[src/rtl/pipelined_select_adder.sv]
// Two-stage pipelined carry-select adder/subtractor with valid/ready flow control.
//
// Stage 1 precomputes, for every BLK-bit block, the block sum with carry-in 0
// and with carry-in 1 (each BLK+1 bits so the block carry-out is kept).
// Stage 2 walks the block carries from the effective carry-in and picks the
// matching precomputed slice for each block, then registers sum, carry-out and
// signed overflow.
//
// Handshake: a transfer into a stage happens at a rising clock edge when the
// upstream valid and the stage's ready are both high. A stage that holds valid
// data and is not advancing keeps its data unchanged. in_ready depends
// combinationally on out_ready (no skid buffer); nothing else crosses a stage
// without a register.
//
// Legal configurations: BLK >= 1 and WIDTH a whole multiple of BLK.
// BLK == WIDTH collapses to a single block, i.e. a plain pipelined adder.
module pipelined_select_adder #(
  parameter int WIDTH = 24,
  parameter int BLK   = 4
) (
  input  logic             clk,
  input  logic             rst,
  input  logic             in_valid,
  output logic             in_ready,
  input  logic [WIDTH-1:0] in_a,
  input  logic [WIDTH-1:0] in_b,
  input  logic             in_cin,
  input  logic             in_sub,
  output logic             out_valid,
  input  logic             out_ready,
  output logic [WIDTH-1:0] out_sum,
  output logic             out_cout,
  output logic             out_ovf
);

  localparam int NBLK = WIDTH / BLK;

  // ---------------------------------------------------------------------------
  // Flow control
  // ---------------------------------------------------------------------------
  logic w_s2_ready;
  logic w_s1_ready;
  logic w_accept;    // input transfer into stage 1 at the next edge
  logic w_advance;   // stage 1 transfer into stage 2 at the next edge

  logic r_s1_valid;
  logic r_out_valid;

  // Ready chain: a stage can load when it is empty or is emptying this cycle.
  always_comb begin
    w_s2_ready = !r_out_valid || out_ready;
    w_s1_ready = !r_s1_valid || w_s2_ready;
    w_accept   = in_valid && w_s1_ready;
    w_advance  = r_s1_valid && w_s2_ready;
  end

  assign in_ready = w_s1_ready;

  // ---------------------------------------------------------------------------
  // Stage 1: effective operands and per-block candidate sums
  // ---------------------------------------------------------------------------
  logic [WIDTH-1:0]          w_b_eff;
  logic                      w_c_eff;
  logic [NBLK-1:0][BLK:0]    w_s0;
  logic [NBLK-1:0][BLK:0]    w_s1;

  logic [NBLK-1:0][BLK:0]    r_s0;
  logic [NBLK-1:0][BLK:0]    r_s1;
  logic                      r_c_eff;
  logic                      r_a_msb;
  logic                      r_b_msb;

  // Subtraction is A + ~B + ~cin; both block candidates are formed here.
  always_comb begin
    w_b_eff = in_sub ? ~in_b : in_b;
    w_c_eff = in_sub ? ~in_cin : in_cin;
    for (int i = 0; i < NBLK; i++) begin
      w_s0[i] = {1'b0, in_a[i*BLK +: BLK]} + {1'b0, w_b_eff[i*BLK +: BLK]};
      w_s1[i] = {1'b0, in_a[i*BLK +: BLK]} + {1'b0, w_b_eff[i*BLK +: BLK]}
                + (BLK+1)'(1);
    end
  end

  // Stage 1 registers: load on accept, otherwise hold.
  always_ff @(posedge clk or posedge rst) begin
    if (rst) begin
      r_s1_valid <= 1'b0;
      r_s0       <= '0;
      r_s1       <= '0;
      r_c_eff    <= 1'b0;
      r_a_msb    <= 1'b0;
      r_b_msb    <= 1'b0;
    end else begin
      if (w_accept) begin
        r_s1_valid <= 1'b1;
        r_s0       <= w_s0;
        r_s1       <= w_s1;
        r_c_eff    <= w_c_eff;
        r_a_msb    <= in_a[WIDTH-1];
        r_b_msb    <= w_b_eff[WIDTH-1];
      end else if (w_advance) begin
        r_s1_valid <= 1'b0;
      end
    end
  end

  // ---------------------------------------------------------------------------
  // Stage 2: resolve block carries and select slices
  // ---------------------------------------------------------------------------
  logic [WIDTH-1:0] w_sum;
  logic             w_cout;
  logic             w_ovf;

  logic [WIDTH-1:0] r_out_sum;
  logic             r_out_cout;
  logic             r_out_ovf;

  // Carry ripples block to block; each block carry selects its candidate.
  always_comb begin
    logic v_c;
    w_sum = '0;
    v_c   = r_c_eff;
    for (int i = 0; i < NBLK; i++) begin
      w_sum[i*BLK +: BLK] = v_c ? r_s1[i][BLK-1:0] : r_s0[i][BLK-1:0];
      v_c                 = v_c ? r_s1[i][BLK]     : r_s0[i][BLK];
    end
    w_cout = v_c;
    w_ovf  = (r_a_msb == r_b_msb) && (w_sum[WIDTH-1] != r_a_msb);
  end

  // Output registers: load on stage-1 advance, clear valid when drained.
  always_ff @(posedge clk or posedge rst) begin
    if (rst) begin
      r_out_valid <= 1'b0;
      r_out_sum   <= '0;
      r_out_cout  <= 1'b0;
      r_out_ovf   <= 1'b0;
    end else begin
      if (w_advance) begin
        r_out_valid <= 1'b1;
        r_out_sum   <= w_sum;
        r_out_cout  <= w_cout;
        r_out_ovf   <= w_ovf;
      end else if (out_ready) begin
        r_out_valid <= 1'b0;
      end
    end
  end

  assign out_valid = r_out_valid;
  assign out_sum   = r_out_sum;
  assign out_cout  = r_out_cout;
  assign out_ovf   = r_out_ovf;

endmodule

[config.mk]
export PLATFORM = sky130hd
export DESIGN_NAME = pipelined_select_adder
export DESIGN_NICKNAME = d
export VERILOG_FILES = /design/src/rtl/pipelined_select_adder.sv
export SDC_FILE = /design/constraint.sdc
export NUM_CORES = 1
export LEC_CHECK = 0
export BUFFER_PORTS_ARGS = -buffer_cell sky130_fd_sc_hd__buf_2
export CAP_MARGIN = 40
export CORE_MARGIN = 1
export CORE_UTILIZATION = 56
export CTS_BUF_LIST = sky130_fd_sc_hd__clkbuf_4 sky130_fd_sc_hd__clkbuf_8
export DETAILED_ROUTE_END_ITERATION = 6
export GPL_TIMING_DRIVEN = 0
export HOLD_SLACK_MARGIN = 0.05
export PLACE_DENSITY_LB_ADDON = 0.15
export SLEW_MARGIN = 20
export SYNTH_ARGS = -nofsm -noshare
export SYNTH_HDL_FRONTEND = slang
export SYNTH_SLANG_ARGS = --single-unit
[constraint.sdc]
create_clock -name clk -period 3.5 [get_ports clk]
set_clock_uncertainty 0.05 [all_clocks]
set_input_delay 0.7 -clock clk [delete_from_list [all_inputs] [get_ports clk]]
set_output_delay 0.7 -clock clk [all_outputs]
set_load 0.1 [all_outputs]
* Word level (Yosys, flattened, before mapping)
Cells that the tools add are included. Widths: inputs -> output; s select.
Cells by class: eq/ne operators 2, multiplexer cells 18, div/mod/pow operators 0, multipliers 0, $add $sub $neg 12, bitwise gates (word level) 2, magnitude comparators 0, reduce and logical (&&, ||, !) cells 9, shifts and indexed selects 0
Operators by type and width (count):
- $add 4x4->5 | 6
- $add 5x1->5 const B | 6
- $mux 24 | 1
- $mux 4 | 6
- $not 24->24 | 1
- $mux 1 | 11
- $reduce_bool 2->1 | 2
- $logic_and 1x1->1 | 3
- $logic_not 1->1 | 2
- $logic_or 1x1->1 | 2
- $eq 1x1->1 | 1
- $ne 1x1->1 | 1
- $not 1->1 | 1
Word-level totals: RAM bits 0, output and inout bits 28, bits in latches 0, input port bits 54, memory bits (read-only) 0, logic and storage cells 63, memories 0, bits in registers 91

* Logic depth before layout (Yosys ltp)
word-level depth 8, mapped depth 11, depth with buffers taken out 9

* Worst setup path after synthesis
Ideal clock, no wire load.
path type register to register, start point register r_out_valid (netlist: out_valid), end point register r_a_msb, stages on the path, launching flop included 7, required time 3385 ps, period minus slack after synthesis 3210 ps, buffers on the path 2, arrival 3095 ps, setup time 65 ps, slack 290 ps, cell sequence dfrtp_1 nand3b_1 nand2_1 clkbuf_1 clkbuf_1 nand2_1 nand2_1
On the way: word-level cells in the longest chain between the ends 4
Ends and longest elaborated chain:
- from (decl) | RTL line 47 | logic r_out_valid;
- from (signal assigned) | RTL line 134 | r_out_valid <= 1'b0;
- from (signal assigned) | RTL line 140 | r_out_valid <= 1'b1;
- from (signal assigned) | RTL line 145 | r_out_valid <= 1'b0;
- $logic_not 1->1 | RTL line 51 | w_s2_ready = !r_out_valid || out_ready;
- $logic_or 1x1->1 | RTL line 51
- $logic_or 1x1->1 | RTL line 52 | w_s1_ready = !r_s1_valid || w_s2_ready;
- via in_ready | RTL line 24 | output logic in_ready,
- $logic_and 1x1->1 | RTL line 53 | w_accept = in_valid && w_s1_ready;
- to (signal assigned) | RTL line 99 | r_a_msb <= in_a[WIDTH-1];
- to (decl) | RTL line 70 | logic r_a_msb;
The timed path passes the listed nets, and every way through them passes these cells. A chain may end at the register's enable or synchronous reset.

* Worst setup path after layout
start point input in_sub, end point register r_s1[24] (netlist bit)
On the way: word-level cells in the longest chain between the ends 3
Ends and longest elaborated chain:
- from (decl) | RTL line 28 | input logic in_sub,
- $mux 24 | RTL line 75 | w_b_eff = in_sub ? ~in_b : in_b;
- $add 4x4->5 | RTL line 79 | w_s1[i] = {1'b0, in_a[i*BLK +: BLK]} + {1'b0, w_b_eff[i*BLK +: BLK]}
- $add 5x1->5 | RTL line 80 | + (BLK+1)'(1);
- to (signal assigned) | RTL line 97 | r_s1 <= w_s1;
- to (decl) | RTL line 68 | logic [NBLK-1:0][BLK:0] r_s1;
Every way passes these cells.

==> impl_metrics.env <==
export IMPL_critPathMaxStageDelay_ps=560
export IMPL_globalRouteTotalUtil_pct=24.6
export IMPL_tritoncts="built"
export IMPL_dpl_instance_area_um2=5590
export IMPL_p_per_area_nw_per_um2=757
export IMPL_clock_path_buffers=2
export IMPL_syn_nets=620
export IMPL_fin_nets=712
export IMPL_routedWlPerCell_um=14.7
export IMPL_antenna_found_initial=0
export IMPL_start_util_pct=57.6
export IMPL_hp_class="in2async"
export IMPL_layout_area_overhead_vs_synth_pct=15.3
export IMPL_critPathRequiredTime_ps=3730
export IMPL_reg2reg_slack_ps=1080
export IMPL_maxSlewHeadroom_pct=55.5
export IMPL_worstSetupEndpoint="r_s1[24]"
export IMPL_fp_row_count=34
export IMPL_synth_seq_cells=91
export IMPL_ys_warn_count=0
export IMPL_clk_latency_ps=360
export IMPL_cts_max_level=3
export IMPL_fp_dieW_um=96.8
export IMPL_whs_ps=285
export IMPL_cp_start_kind="input pin"
export IMPL_critPathCaptureType="flip-flop"
export IMPL_ys_types=33
export IMPL_n_antenna_cell=0
export IMPL_place_gp_congestion=0.892
export IMPL_via_count=3955
export IMPL_grt_pass1_wl_mm=18.2
export IMPL_worstSetupPathDepth=10
export IMPL_multi_input_area_um2=2600
export IMPL_num_io_pins=82
export IMPL_netlist_area_um2=5030
export IMPL_timing_rr_start="r_c_eff"
export IMPL_die_y_um=96.8
export IMPL_fillers=738
export IMPL_clock_fmax_mhz=318
export IMPL_cap_violations=0
export IMPL_cts_buffers_inserted=9
export IMPL_ant_nets=0
export IMPL_period_share_pct=89.8
export IMPL_synth_top_area_share_pct=45.3
export IMPL_vias_per_cell=5.38
export IMPL_worstPathArrival_ps=3370
export IMPL_tightest_slew_ps=668
export IMPL_cts_hold_repair_buffers=0
export IMPL_synth_area_leader_cell="dfrtp_1"
export IMPL_drt_iter0_markers=179
export IMPL_drt_pass1_iterations=5
export IMPL_critPathKind="in2reg"
export IMPL_p_leak_nw=2.93
export IMPL_cts_setup_buffers=0
export IMPL_cts_root_buf="clkbuf_8"
export IMPL_synth_area_top_cells="dfrtp_1 45%, nand2_1 11%, ha_1 7.5%"
export IMPL_cp_cell_sequence="clkbuf_1, clkbuf_1, xor2_1, ha_1, inv_1, fa_1, xnor2_1, nand3_1, xor2_1, o21ai_0"
export IMPL_synth_cells=530
export IMPL_slew_violations=0
export IMPL_die_area_um2=9360
export IMPL_reg2reg_to="out_sum[15]"
export IMPL_seq_area_frac_synth_pct=45.3
export IMPL_finalInstanceArea_um2=5800
export IMPL_grt_max_degree=61
export IMPL_r2r_cells=6
export IMPL_cp_buffers_inverters=3
export IMPL_dp_hpwl_mm=8.34
export IMPL_period_minus_slack_ps=3140
export IMPL_cpMaxStageDelayCell="clkbuf_1"
export IMPL_clock_sinks=91
export IMPL_hold_viol_final=0
export IMPL_drive_gt1_share_pct=17.5
export IMPL_core_area_um2=8720
export IMPL_grt_setup_unrepaired="false"
export IMPL_ir_worst_vdd_uv=344
export IMPL_drc=0
export IMPL_critPathLaunch="in_sub"
export IMPL_syn_avg_cell_area_um2=9.49
export IMPL_status="completed"
export IMPL_routed_wl_mm=10.8
export IMPL_setup_viol_count_final=0
export IMPL_clkTransAtPathRegs_ps=90
export IMPL_io_buffer_count=80
export IMPL_fin_util_pct=66.5
export IMPL_cp_max_fo=10
export IMPL_path_delay_family="buffers and inverters"
export IMPL_first_global_vias=3786
export IMPL_cts_resized=0
export IMPL_regArea_um2=2280
export IMPL_grt_ovfl_total=0
[layout by cell type, fill, tap and decap left out, drive strengths merged, types with 9 or more instances in the layout]
cell type	n
a21o	9
a21oi	14
buf	82
clkbuf	32
dfrtp	91
ha	30
inv	17
mux2i	23
nand2	141
nand3	19
nor2	12
o21ai	57
xnor2	17
xor2	36
[cells by family (layout without fill, tap and decap cells)]
family / after synthesis / in the layout / synth area share, %
flops: 91 / 91 / 45.3
xor+xnor: 53 / 53 / 9.23
compound gates: 93 / 93 / 10.4
fa+ha+maj: 36 / 36 / 9.86
simple gates: 194 / 194 / 16.4
mux: 26 / 26 / 6.00
buf+inv: 37 / 134 / 2.91
[synthesized netlist by cell type]
master      n
nand2_1   141
dfrtp_1    91
o21ai_0    57
xor2_1     36
ha_1       30
clkbuf_1   21
mux2i_1    20
nand3_1    19
xnor2_1    17
inv_1      15
a21oi_1    13
nor2_1     11
a21o_1      9
a31oi_1     6
fa_1        6
nand2b_1    6
nand3b_1    5
mux2_2      3
mux2i_4     3
nor2b_1     3
a211o_1     2
a21boi_1    2
and2_1      2
o21a_1      2
or3b_2      2
a21oi_2     1
a22o_1      1
buf_6       1
nand4_1     1
nor2_2      1
nor3_1      1
or2_1       1
or2_4       1
[state kept, by name, indices dropped and copies added (netlist names)]
signal and flops:
r_s0 30, r_c_eff 1, out_valid 1, out_sum 24
out_ovf 1, r_a_msb 1, r_s1 30, r_b_msb 1
r_s1_valid 1, out_cout 1
[area by class of cell]
class,count,share of cell area (%)
Multi-Input combinational cell,402,44.9
Sequential cell,91,39.3
Timing Repair Buffer,81,7.38
Clock buffer,11,2.50
Tap cell,108,2.33
Buffer,22,1.55
Clock inverter,5,1.04
Inverter,15,1.01
[report_power, final]
part | total, mW | internal (mW) | switching (mW)
logic | 2.10 | 0.539 | 1.57
clock network | 0.732 | 0.362 | 0.370
registers | 1.55 | 1.36 | 0.187
total | 4.39 | 2.26 | 2.12
[metal layers]
metal / global-route usage (%) / vias up / part of all wire, %
li1: - / 1946 / -
met1: 36.3 / 1832 / 49
met2: 37.6 / 163 / 43
met3: 4.05 / 14 / 6.8
met4: 7.35 / 0 / 1.4
met5: 0 / - / 0
[worst register-to-register path: stages (launching register included)]
cell,delay [ps]
dfrtp_1,350
buf_6,150
mux2i_4,510
mux2i_4,490
mux2i_4,410
mux2i_1,250
o21ai_0,90
[per-stage QoR]
stage	worst slack, ps	power, mW	std cells	TNS [ps]
2_1_floorplan	290	3.25	530	0
3_3_place_gp	-536	3.62	718	-48130
3_5_place_dp	-26.4	3.67	719	-63.7
4_1_cts	337	4.40	735	0
5_1_grt	108	4.62	735	0
6_report	356	4.39	735	0
[worst min-delay path by stage]
stage | from | end | slack [ps] | depth (start not counted)
CTS | rst | r_s1[4] | 300 | 2
finish | rst | out_valid | 290 | 2
detailed placement | r_s1[7] | r_s1[7] | 410 | 2
global placement | r_s1[2] | r_s1[2] | 400 | 2
floorplan | r_s1[7] | r_s1[7] | 390 | 2
global route | rst | out_valid | 310 | 2
Note: power is estimated with default switching activity, not from simulation.
